==> config.mk <==
export PLATFORM = sky130hd
export DESIGN_NAME = aes_mixcolumns
export DESIGN_NICKNAME = d
export VERILOG_FILES = /design/src/rtl/aes_mixcolumns.sv
export SDC_FILE = /design/constraint.sdc
export NUM_CORES = 1
export LEC_CHECK = 0
export ABC_AREA = 0
export CAP_MARGIN = 25
export CORE_MARGIN = 2
export CORE_UTILIZATION = 59
export CTS_CLUSTER_SIZE = 20
export DETAILED_ROUTE_END_ITERATION = 8
export GPL_ROUTABILITY_DRIVEN = 1
export PLACE_DENSITY = 0.88
export SYNTH_ARGS = -nofsm -noshare
export SYNTH_HDL_FRONTEND = slang
export SYNTH_SLANG_ARGS = --single-unit
==> constraint.sdc <==
create_clock -name clk -period 10.35 [get_ports clk]
set_input_delay 1.035 -clock clk [delete_from_list [all_inputs] [get_ports clk]]
set_output_delay 1.035 -clock clk [all_outputs]
set_load 0.05 [all_outputs]
==> src/rtl/aes_mixcolumns.sv <==
// AES MixColumns / InvMixColumns round stage.
// One full 4x4 state per cycle, result registered one cycle later.
module aes_mixcolumns #(
   parameter bit INV_EN = 1'b1
) (
   input  logic       clk,
   input  logic       rst,
   input  logic       in_valid,
   input  logic       inv,
   input  logic [7:0] state_in  [4][4],
   output logic [7:0] state_out [4][4],
   output logic       out_valid
);

   function automatic logic [7:0] xt(input logic [7:0] x);
      return {x[6:0], 1'b0} ^ (x[7] ? 8'h1b : 8'h00);
   endfunction

   // nxt[col][row]: combinational result feeding the output register
   logic [3:0][3:0][7:0] nxt;

   for (genvar c = 0; c < 4; c++) begin : g_col
      logic [7:0] a  [4];
      logic [7:0] d2 [4];
      logic [7:0] fw [4];

      for (genvar r = 0; r < 4; r++) begin : g_row
         assign a[r]  = state_in[r][c];
         assign d2[r] = xt(a[r]);
      end

      assign fw[0] = d2[0] ^ d2[1] ^ a[1] ^ a[2] ^ a[3];
      assign fw[1] = a[0] ^ d2[1] ^ d2[2] ^ a[2] ^ a[3];
      assign fw[2] = a[0] ^ a[1] ^ d2[2] ^ d2[3] ^ a[3];
      assign fw[3] = d2[0] ^ a[0] ^ a[1] ^ a[2] ^ d2[3];

      if (INV_EN) begin : g_inv
         logic [7:0] d4 [4];
         logic [7:0] d8 [4];
         logic [7:0] m9 [4];
         logic [7:0] mb [4];
         logic [7:0] md [4];
         logic [7:0] me [4];
         logic [7:0] iv [4];

         for (genvar r = 0; r < 4; r++) begin : g_mul
            assign d4[r] = xt(d2[r]);
            assign d8[r] = xt(d4[r]);
            assign m9[r] = d8[r] ^ a[r];
            assign mb[r] = d8[r] ^ d2[r] ^ a[r];
            assign md[r] = d8[r] ^ d4[r] ^ a[r];
            assign me[r] = d8[r] ^ d4[r] ^ d2[r];
         end

         assign iv[0] = me[0] ^ mb[1] ^ md[2] ^ m9[3];
         assign iv[1] = m9[0] ^ me[1] ^ mb[2] ^ md[3];
         assign iv[2] = md[0] ^ m9[1] ^ me[2] ^ mb[3];
         assign iv[3] = mb[0] ^ md[1] ^ m9[2] ^ me[3];

         for (genvar r = 0; r < 4; r++) begin : g_sel
            assign nxt[c][r] = inv ? iv[r] : fw[r];
         end
      end else begin : g_fwd
         for (genvar r = 0; r < 4; r++) begin : g_sel
            assign nxt[c][r] = fw[r];
         end
      end
   end

   if (!INV_EN) begin : g_no_inv
      logic unused_inv;
      assign unused_inv = inv;
   end

   always_ff @(posedge clk or posedge rst) begin
      if (rst) begin
         out_valid <= 1'b0;
         for (int r = 0; r < 4; r++)
            for (int c = 0; c < 4; c++)
               state_out[r][c] <= 8'h00;
      end else begin
         out_valid <= in_valid;
         if (in_valid)
            for (int r = 0; r < 4; r++)
               for (int c = 0; c < 4; c++)
                  state_out[r][c] <= nxt[c][r];
      end
   end

endmodule

### Word level (Yosys, flattened, before mapping)

Cells that the tools add are included.

* multiplexer cells: 64
* bitwise operators: 256

Operator list (number)
* 8-bit XOR: 208
* 8-bit by 5-bit XOR with 8-bit output: 48
* 5-bit 2-to-1 mux: 48
* 8-bit 2-to-1 mux: 16

* flip-flop bits (word level): 129
* input bits: 132
* output and inout bits: 129

### Logic depth before layout (Yosys ltp)

Gate-level depths: netlist of run 1.

* depth in word-level cells: 12
* depth in mapped cells: 8
* mapped depth without buffers: 6

### Least setup slack after synthesis of run 1

No wires, ideal clock.

* kind: input to register
* from: input state_in[102] in the netlist's numbering
* to: register state_out[37] in the netlist's numbering
* setup time: 0.125 ns
* arrival time: 3.088 ns
* path slack: 7.137 ns
* cell stages on the path: 7
* buffers on the path: 1
* cell sequence: buf_2 -> xnor3_1 -> xnor2_1 -> xnor3_1 -> and2_1 -> xnor3_1 -> mux2_2

* word-level cells in the longest chain between the ends: 10

RTL lines
* start, declared: RTL line 10 `input logic [7:0] state_in [4][4],`
* 8-bit by 5-bit XOR with 8-bit output: RTL line 16 `return {x[6:0], 1'b0} ^ (x[7] ? 8'h1b : 8'h00);`
* 5-bit 2-to-1 mux: RTL line 16
* 8-bit by 5-bit XOR with 8-bit output (2 in series): RTL line 16
* 8-bit XOR (2 in series): RTL line 51 `assign md[r] = d8[r] ^ d4[r] ^ a[r];`
* 8-bit XOR (3 in series): RTL line 57 `assign iv[2] = md[0] ^ m9[1] ^ me[2] ^ mb[3];`
* 8-bit 2-to-1 mux: RTL line 61 `assign nxt[c][r] = inv ? iv[r] : fw[r];`
* end signal, assigned by index: RTL line 86 `state_out[r][c] <= nxt[c][r];`
* end, declared: RTL line 11 `output logic [7:0] state_out [4][4],`

Every way passes these cells.
A chain may end at the register's enable or synchronous reset.

### Final worst setup path of run 1

Same ends and word-level chain as after synthesis.

==> flow_summary.yaml, run 1 <==
placed_design:
  portBuffers: 260
  globalplace.congestion: 0.9175
  pre_cts_slack_ns: 6.358
  place_inst: 1931
  dp_hpwl_um: 30530
cts:
  cts_tree: "done"
  ctsHtreeMaxLevel: 4
  cts.sinks: 129
  cts_hold_buf: 0
  cts_setup_buffers: 0
  clk_latency_ns: 0.41
  clock-root-buffer: "clkbuf_16"
  clk_pin_slew_ns: 0.06
  cts_buffer_depth: 2
  cts-resized-gates: 0
  cts_buffers: 17
pwr:
  internal-power_w: 0.002303
  powerDensity_nw_per_um2: 235.6
  seqPwrFrac: 0.192
  p_clk_frac: 0.146
  finalPower_w: 0.004269
  switchingPower_w: 0.001967
  combPwrFrac: 0.663
  vdd_drop_max_uv: 188.1
  p_leak_nw: 7.718
  p_sw_frac: 0.4607
timing:
  tightest_slew_ns: 0.8551
  timing.fmax_mhz: 277.4
  finalCriticalPeriod_ns: 3.605
  setup_viol_count_final: 0
  rsz0062_at_grt: "false"
  period_share: 0.3483
  slew_violations: 0
  whs_ns: 0.4915
  hold_viol: 0
  relSlewSlack: 0.4258
  finalSetupTns_ns: 0
  finClkSkew_ns: 0
  fin_ws_ns: 6.745
layout:
  post_layout_nonfiller_instances: 1961
  nets: 1752
  fill_cells: 1810
  drive_above_1_share: 0.03372
  multi_input_area_um2: 11230
  syn_to_final_growth_pct: 20.59
  regArea_um2: 3228
  diodes: 0
  layout_common_cells: "xnor2_1 (493), clkdlybuf4s50_1 (258), xor2_1 (151)"
  layout_commonest_cell: "xnor2_1"
global_route:
  grt_first_pass_wirelength_um: 62690
  grt_max_degree: 91
  grtUsageTotal: 0.3063
  antenna_found_initial: 0
  grt-ovfl-total: 0
  grt_pass1_vias: 11180
drt:
  via_per_inst: 5.478
  wl_per_cell_um: 20.53
  dr_total_vias: 10740
  drc: 0
  drt_iter0_markers: 622
  dr.pass1.iters: 5
  postRouteAntennaNets: 0
  wirelength_um: 40250
worst_setup_path:
  r2r_start: "state_out[115]$_DFFE_PP0P_"
  rr_worst_depth: 1
  cp-end-kind: "register"
  reg2reg_slack_ns: 9.55
  start_kind: "input port"
  worstPathMaxFanout: 7
  critical_path_class: "input port to register"
  r2r_end: "state_out[115]$_DFFE_PP0P_"
  arrival_ns: 3.91
  crit_required_ns: 10.66
min_path:
  hold_depth: 2
  hold_class: "register to register"
  whs_endpoint: "state_out[12]$_DFFE_PP0P_"
  holdCritStartpoint: "state_out[12]$_DFFE_PP0P_"
yosys:
  synth.distinct_cells: 36
  synth_top_area_share: 0.2873
  yosysTopAreaCell: "xnor2_1"
  yosysSeqAreaShare: 0.2148
  synth_area_leaders: "xnor2_1 (29%), dfrtp_1 (21%), xnor3_1 (20%)"
  syn_area_um2: 15030
  synth_nets: 1598
  synth_flop_cell: "dfrtp_1"
  syn_inst: 1466
  syn_avg_cell_area_um2: 10.25
  yosysWarnings: 0
  async_flop_share: 1.000
  ys_seq_elements: 129
  synth-edff-count: 0
floorplanning:
  initial_core_util: 0.5986
  core_um2: 25110
  chipHeight_um: 163.6
  die_x_um: 163.6
  die_area_um2: 26770
  io_pins: 261
  placementRows: 58
outcome:
  outcome: "finished, final reports clean"
job:
  cap_violations: 0
-- flip-flops by register name, indices dropped and copies added, names as in the netlist --
name / count
state_out: 128
out_valid: 1
-- worst max-delay path, cell delays in order --
cell and delay (ns):
clkdlybuf4s50_1 0.75, xnor3_1 0.57, xnor2_1 0.37, xnor3_1 0.37, and2_1 0.20, xnor3_1 0.34
mux2_2 0.27
-- area by class of cell --
| class | count | area share |
|---|---|---|
| multi-input combinational | 1201 | 0.6195 |
| sequential | 129 | 0.1781 |
| timing repair buffer | 266 | 0.1460 |
| clock buffer | 19 | 0.02499 |
| tap | 330 | 0.02278 |
| clock inverter | 11 | 0.007249 |
| inverter | 5 | 0.001312 |
-- power by group through the flow --
stage / registers [W] / clock network (W) / logic [W]
6_report: 0.000819 / 0.000621 / 0.00283
2_1_floorplan: 0.00150 / 0 / 0.00138
4_1_cts: 0.000819 / 0.000628 / 0.00283
3_5_place_dp: 0.000823 / 0 / 0.00281
5_1_grt: 0.000843 / 0.000653 / 0.00298
3_3_place_gp: 0.000819 / 0 / 0.00277
-- routing by layer --
layer,part of all wire,global-route usage
met1,0.41,0.3948
met5,0,0
met3,0.073,0.05637
met4,0.026,0.09848
met2,0.49,0.5229
-- Yosys cell counts (2+ instances only) --
cell / instances
o21ai_0: 14
xnor2_2: 4
mux2_2: 6
buf_1: 2
mux2i_1: 18
buf_6: 2
xnor3_2: 2
xnor2_1: 493
o21a_1: 2
xnor3_1: 131
xor3_1: 24
nor2_1: 146
nand2_1: 46
a21oi_1: 136
inv_1: 5
clkbuf_1: 91
xor2_1: 151
dfrtp_1: 129
a31oi_1: 2
o21ai_1: 10
buf_2: 35
and2_1: 3
-- kinds of logic (layout without fill, tap and decap cells) --
family,Yosys count,count (layout),synth area share
multiplexers,26,26,0.01840
buffers and inverters,136,301,0.03813
AND/OR/NAND/NOR,199,199,0.05095
XOR/XNOR,807,807,0.6198
AO/OA/AOI/OAI,169,169,0.05794
flip-flops,129,129,0.2148
-- through the flow --
stage               instance area, µm²    util
finish                           18120  0.7218
global route                     18120  0.7218
CTS                              18120  0.7218
detailed placement               17540  0.6985
global placement                 17540  0.6985
floorplan                        15030       -
-- how the worst max path moves through the flow --
stage / endpoint / from / cells after the start / slack, ns
6_report: state_out[37]$_DFFE_PP0P_ / state_in[102] / 7 / 6.74
5_1_grt: state_out[37]$_DFFE_PP0P_ / state_in[102] / 7 / 6.72
4_1_cts: state_out[37]$_DFFE_PP0P_ / state_in[102] / 7 / 6.79
3_5_place_dp: state_out[37]$_DFFE_PP0P_ / state_in[102] / 7 / 6.36
3_3_place_gp: state_out[37]$_DFFE_PP0P_ / state_in[102] / 7 / 6.46
2_1_floorplan: out_valid$_DFF_PP0_ / rst / 1 / 5.87
Power figures use the tool's default switching activity.
==> run 2, diff against run 1 <==
--- a/config.mk
+++ b/config.mk
@@ -8,11 +8,11 @@
 export ABC_AREA = 0
 export CAP_MARGIN = 25
 export CORE_MARGIN = 2
-export CORE_UTILIZATION = 59
+export CORE_UTILIZATION = 50
 export CTS_CLUSTER_SIZE = 20
 export DETAILED_ROUTE_END_ITERATION = 8
 export GPL_ROUTABILITY_DRIVEN = 1
-export PLACE_DENSITY = 0.88
+export PLACE_DENSITY = 0.79
 export SYNTH_ARGS = -nofsm -noshare
 export SYNTH_HDL_FRONTEND = slang
 export SYNTH_SLANG_ARGS = --single-unit
==> constraint.sdc (replaced) <==
create_clock -name clk -period 3.1 [get_ports clk]
set_input_delay 0.31 -clock clk [delete_from_list [all_inputs] [get_ports clk]]
set_output_delay 0.31 -clock clk [all_outputs]
set_load 0.05 [all_outputs]
==> flow_summary.yaml, run 2 (synthesis gave the netlist of run 1 again) <==
layout:
  fill_cells: 2408
  largest_reg_flops: 128
  largestRegisters: "state_out (128), out_valid (1)"
  layout_common_cells: "xnor2_1 (493), clkdlybuf4s50_1 (258), xor2_1 (151)"
  post_layout_nonfiller_instances: 2129
  fin_util: 0.6437
  diodes: 0
  nets: 1859
  regMostFlops: "state_out"
  drive_above_1_share: 0.09373
  multi_input_area_um2: 11230
  syn_to_final_growth_pct: 26.94
  regArea_um2: 3228
  layout_commonest_cell: "xnor2_1"
  final_area_um2: 19080
placed_design:
  place_inst: 2098
  portBuffers: 260
  post_dp_cell_area_um2: 18470
  globalplace.congestion: 0.9233
  dp_hpwl_um: 33220
drt:
  wl_per_cell_um: 20.05
  dr.pass1.iters: 5
  via_per_inst: 5.238
  dr_total_vias: 11150
  postRouteAntennaNets: 0
  drc: 0
  wirelength_um: 42690
  drt_iter0_markers: 658
timing:
  setup_viol_count_final: 0
  finalSetupTns_ns: 0
  rsz0062_at_grt: "false"
  finalCriticalPeriod_ns: 2.609
  hold_viol: 0
  timing.fmax_mhz: 383.2
  finClkSkew_ns: 0
  tightest_slew_ns: 0.8293
  slew_violations: 0
  relSlewSlack: 0.4432
  period_share: 0.8418
  whs_ns: 0.2088
worst_setup_path:
  worstPathMaxFanout: 8
  critical_path.max_stage_delay_ns: 0.79
  cpMaxStageDelayCell: "clkdlybuf4s50_1"
  critical_path_class: "input port to register"
  start_kind: "input port"
  path_common_cell: "xnor3_1"
  crit_buf_inv: 1
  arrival_ns: 2.91
  crit_chain: "clkdlybuf4s50_1, xnor3_1, xnor2_1, xnor3_1, o21ai_1, xor2_1, a21oi_1"
  crit_required_ns: 3.40
  cp-end-kind: "register"
  cpLargestDelayFamily: "XOR/XNOR gates"
floorplanning:
  die_area_um2: 31460
  placementRows: 63
  io_pins: 261
  die_x_um: 177.4
  chipHeight_um: 177.4
  core_um2: 29640
  initial_core_util: 0.5071
cts:
  ctsHtreeMaxLevel: 4
  cts_hold_buf: 0
  clock-root-buffer: "clkbuf_16"
  cts.sinks: 129
  cts_tree: "done"
  clk_pin_slew_ns: 0.06
  cts_buffers: 17
  clk_latency_ns: 0.41
  cts_buffer_depth: 2
  cts_setup_buffers: 0
  cts-resized-gates: 0
pwr:
  internal-power_w: 0.007914
  vdd_drop_max_uv: 662.5
  seqPwrFrac: 0.189
  p_sw_frac: 0.4557
  p_clk_frac: 0.148
  p_leak_nw: 8.260
  switchingPower_w: 0.006625
  combPwrFrac: 0.663
  powerDensity_nw_per_um2: 762.0
job:
  cap_violations: 0
global_route:
  antenna_found_initial: 0
  grt_max_degree: 130
  grtUsageTotal: 0.2760
  grt_pass1_vias: 11700
  grt_first_pass_wirelength_um: 65950
  grt-ovfl-total: 0
min_path:
  hold_class: "input port to register"
outcome:
  outcome: "finished, final reports clean"
==> run 2: cell types whose count changed in the layout (fill, tap and decap cells not counted) <==
cell / before / now
clkinv_2: 1 / 2
buf_12: 0 / 4
inv_1: 4 / 3
clkinv_1: 0 / 1
clkinv_4: 3 / 4
bufinv_16: 2 / 3
buf_4: 7 / 110
inv_6: 3 / 1
==> run 2: power groups by stage <==
| stage | logic (W) | clock network [W] | registers, W |
|---|---|---|---|
| after global placement | 0.00950 | 0 | 0.00275 |
| after CTS | 0.00966 | 0.00220 | 0.00275 |
| after global routing | 0.0102 | 0.00227 | 0.00283 |
| after detailed placement | 0.00960 | 0 | 0.00276 |
| final | 0.00964 | 0.00215 | 0.00275 |
| after floorplan | 0.00461 | 0 | 0.00501 |
==> run 2: routing by layer <==
metal	wire length, µm	GRT usage	part of all wire
met5	0	0	0
met4	872	0.07958	0.020
met1	18580	0.3677	0.44
met3	2826	0.05206	0.066
met2	20410	0.4593	0.48
==> run 2: final cells by class <==
| type | instances | share of cell area |
|---|---|---|
| well taps | 390 | 0.02558 |
| clock buffers | 19 | 0.02374 |
| inverters | 5 | 0.001180 |
| clock inverters | 12 | 0.008329 |
| multi-input cells | 1201 | 0.5885 |
| flip-flops and latches | 129 | 0.1692 |
| repair buffers | 373 | 0.1834 |
==> run 2: final timing paths <==
kind                                            start                    endpoint  slack (ns)  cells after the start
setup / recovery                         state_in[77]   state_out[44]$_DFFE_PP0P_        0.49                      7
hold / removal                               in_valid         out_valid$_DFF_PP0_        0.21                      1
setup reg to reg           state_out[115]$_DFFE_PP0P_  state_out[115]$_DFFE_PP0P_        2.30                      1
max in group asynchronous                         rst    state_out[4]$_DFFE_PP0P_        2.07                      3
min in group asynchronous                         rst   state_out[52]$_DFFE_PP0P_        0.38                      3
hold reg to reg             state_out[36]$_DFFE_PP0P_   state_out[36]$_DFFE_PP0P_        0.50                      1
==> run 2: metrics by stage <==
| stage | power, W | setup WS, ns |
|---|---|---|
| CTS | 0.01461 | 0.5513 |
| global placement | 0.01225 | 0.1721 |
| detailed placement | 0.01236 | 0.1035 |
| global route | 0.01526 | 0.4650 |
| floorplan | 0.009620 | 0.6118 |
| finish | 0.01454 | 0.4905 |
==> run 3, diff against run 2 <==
--- a/config.mk
+++ b/config.mk
@@ -8,11 +8,11 @@
 export ABC_AREA = 0
 export CAP_MARGIN = 25
 export CORE_MARGIN = 2
-export CORE_UTILIZATION = 50
+export CORE_UTILIZATION = 55
 export CTS_CLUSTER_SIZE = 20
 export DETAILED_ROUTE_END_ITERATION = 8
 export GPL_ROUTABILITY_DRIVEN = 1
-export PLACE_DENSITY = 0.79
+export PLACE_DENSITY = 0.83
 export SYNTH_ARGS = -nofsm -noshare
 export SYNTH_HDL_FRONTEND = slang
 export SYNTH_SLANG_ARGS = --single-unit
==> constraint.sdc (replaced) <==
create_clock -name clk -period 2.7 [get_ports clk]
set_input_delay 0.27 -clock clk [delete_from_list [all_inputs] [get_ports clk]]
set_output_delay 0.27 -clock clk [all_outputs]
set_load 0.05 [all_outputs]
==> flow_summary.yaml, run 3 (synthesis gave the netlist of run 1 again) <==
floorplanning:
  placementRows: 60
  io_pins: 261
  die_area_um2: 28660
  die_x_um: 169.3
  initial_core_util: 0.5592
  core_um2: 26880
  chipHeight_um: 169.3
global_route:
  grt-ovfl-total: 0
  antenna_found_initial: 0
  grtUsageTotal: 0.3061
  grt_pass1_vias: 12170
  grt_max_degree: 60
  grt_first_pass_wirelength_um: 67590
outcome:
  outcome: "finished, final reports clean"
timing:
  relSlewSlack: 0.4383
  slew_violations: 0
  tightest_slew_ns: 0.8365
  timing.fmax_mhz: 419.5
  hold_viol: 0
  setup_viol_count_final: 0
  finalCriticalPeriod_ns: 2.384
  finClkSkew_ns: 0
  period_share: 0.8829
  rsz0062_at_grt: "false"
layout:
  nets: 1972
  regArea_um2: 3228
  largestRegisters: "state_out (128), out_valid (1)"
  layout_common_cells: "xnor2_1 (493), clkdlybuf4s50_1 (258), buf_4 (221)"
  drive_above_1_share: 0.1489
  diodes: 0
  syn_to_final_growth_pct: 32.57
  post_layout_nonfiller_instances: 2194
  regMostFlops: "state_out"
  fill_cells: 1859
  layout_commonest_cell: "xnor2_1"
  largest_reg_flops: 128
  multi_input_area_um2: 11230
min_path:
  hold_class: "input port to register"
  holdCritStartpoint: "in_valid"
  hold_depth: 2
placed_design:
  portBuffers: 260
  globalplace.congestion: 0.9761
  dp_hpwl_um: 34100
  place_inst: 2162
cts:
  clock-root-buffer: "clkbuf_16"
  cts_tree: "done"
  cts_setup_buffers: 0
  cts-resized-gates: 0
  cts_buffers: 17
  cts_hold_buf: 0
  cts_buffer_depth: 2
  clk_pin_slew_ns: 0.07
  cts.sinks: 129
  clk_latency_ns: 0.41
  ctsHtreeMaxLevel: 4
drt:
  dr_total_vias: 11540
  drt_iter0_markers: 774
  wl_per_cell_um: 19.60
  dr.pass1.iters: 5
  postRouteAntennaNets: 0
  via_per_inst: 5.258
  wirelength_um: 42990
  drc: 0
worst_setup_path:
  critical_path_class: "input port to register"
  worstPathMaxFanout: 6
  cp-end-kind: "register"
  arrival_ns: 2.69
  start_kind: "input port"
  r2r_start: "state_out[115]$_DFFE_PP0P_"
  crit_required_ns: 3.00
  rr_worst_depth: 1
  startpoint: "state_in[45]"
job:
  cap_violations: 0
pwr:
  powerDensity_nw_per_um2: 860.3
  p_leak_nw: 8.832
  finalPower_w: 0.01714
  vdd_drop_max_uv: 874.4
==> run 3: worst max-delay path, cell delays in order <==
cell and delay [ns]:
clkdlybuf4s50_1 0.71, xor2_1 0.27, xnor3_1 0.52, xnor3_1 0.36, o21ai_1 0.19, xnor2_1 0.09
mux2_2 0.27
==> run 3: where the power goes <==
| part | internal, W | leakage, nW | switching [W] |
|---|---|---|---|
| clock | 0.00163 | 0.311 | 0.000968 |
| combinational | 0.00515 | 7.08 | 0.00621 |
| sequential | 0.00268 | 1.44 | 0.000493 |
==> run 3: final timing paths <==
check / end / slack (ns)
max in group asynchronous: state_out[93]$_DFFE_PP0P_ / 1.68
worst max-delay path: state_out[43]$_DFFE_PP0P_ / 0.32
worst min register to register: state_out[12]$_DFFE_PP0P_ / 0.51
worst max register to register: state_out[115]$_DFFE_PP0P_ / 1.87
worst min-delay path: state_out[98]$_DFFE_PP0P_ / 0.27
min in group asynchronous: state_out[118]$_DFFE_PP0P_ / 0.28
==> run 3: final cells by class <==
type | count | area share
multi-input cells | 1201 | 0.5636
inverters | 5 | 0.001130
well taps | 341 | 0.02141
clock buffers | 21 | 0.02361
repair buffers | 486 | 0.2195
clock inverters | 11 | 0.008792
flip-flops and latches | 129 | 0.1620
==> run 3: layer usage <==
metal,vias to the layer above,track usage,share of wire
met5,-,0,0
met4,0,0.09476,0.028
met3,86,0.06087,0.076
met2,443,0.5262,0.49
met1,5562,0.3911,0.41
li1,5445,-,-
==> run 3: per-stage QoR <==
stage          area, µm²   TNS, ns  setup WS [ns]  hold slack [ns]  utilization
6_report           19920         0         0.3161           0.2712       0.7413
4_1_cts            19920         0         0.3437           0.2640       0.7413
2_1_floorplan      15030         0         0.2518           0.3014            -
3_5_place_dp       19280   -0.4752       -0.07002           0.4894       0.7173
3_3_place_gp       19280  -0.04808       -0.02379           0.4725       0.7173
5_1_grt            19920         0         0.2250           0.2921       0.7413
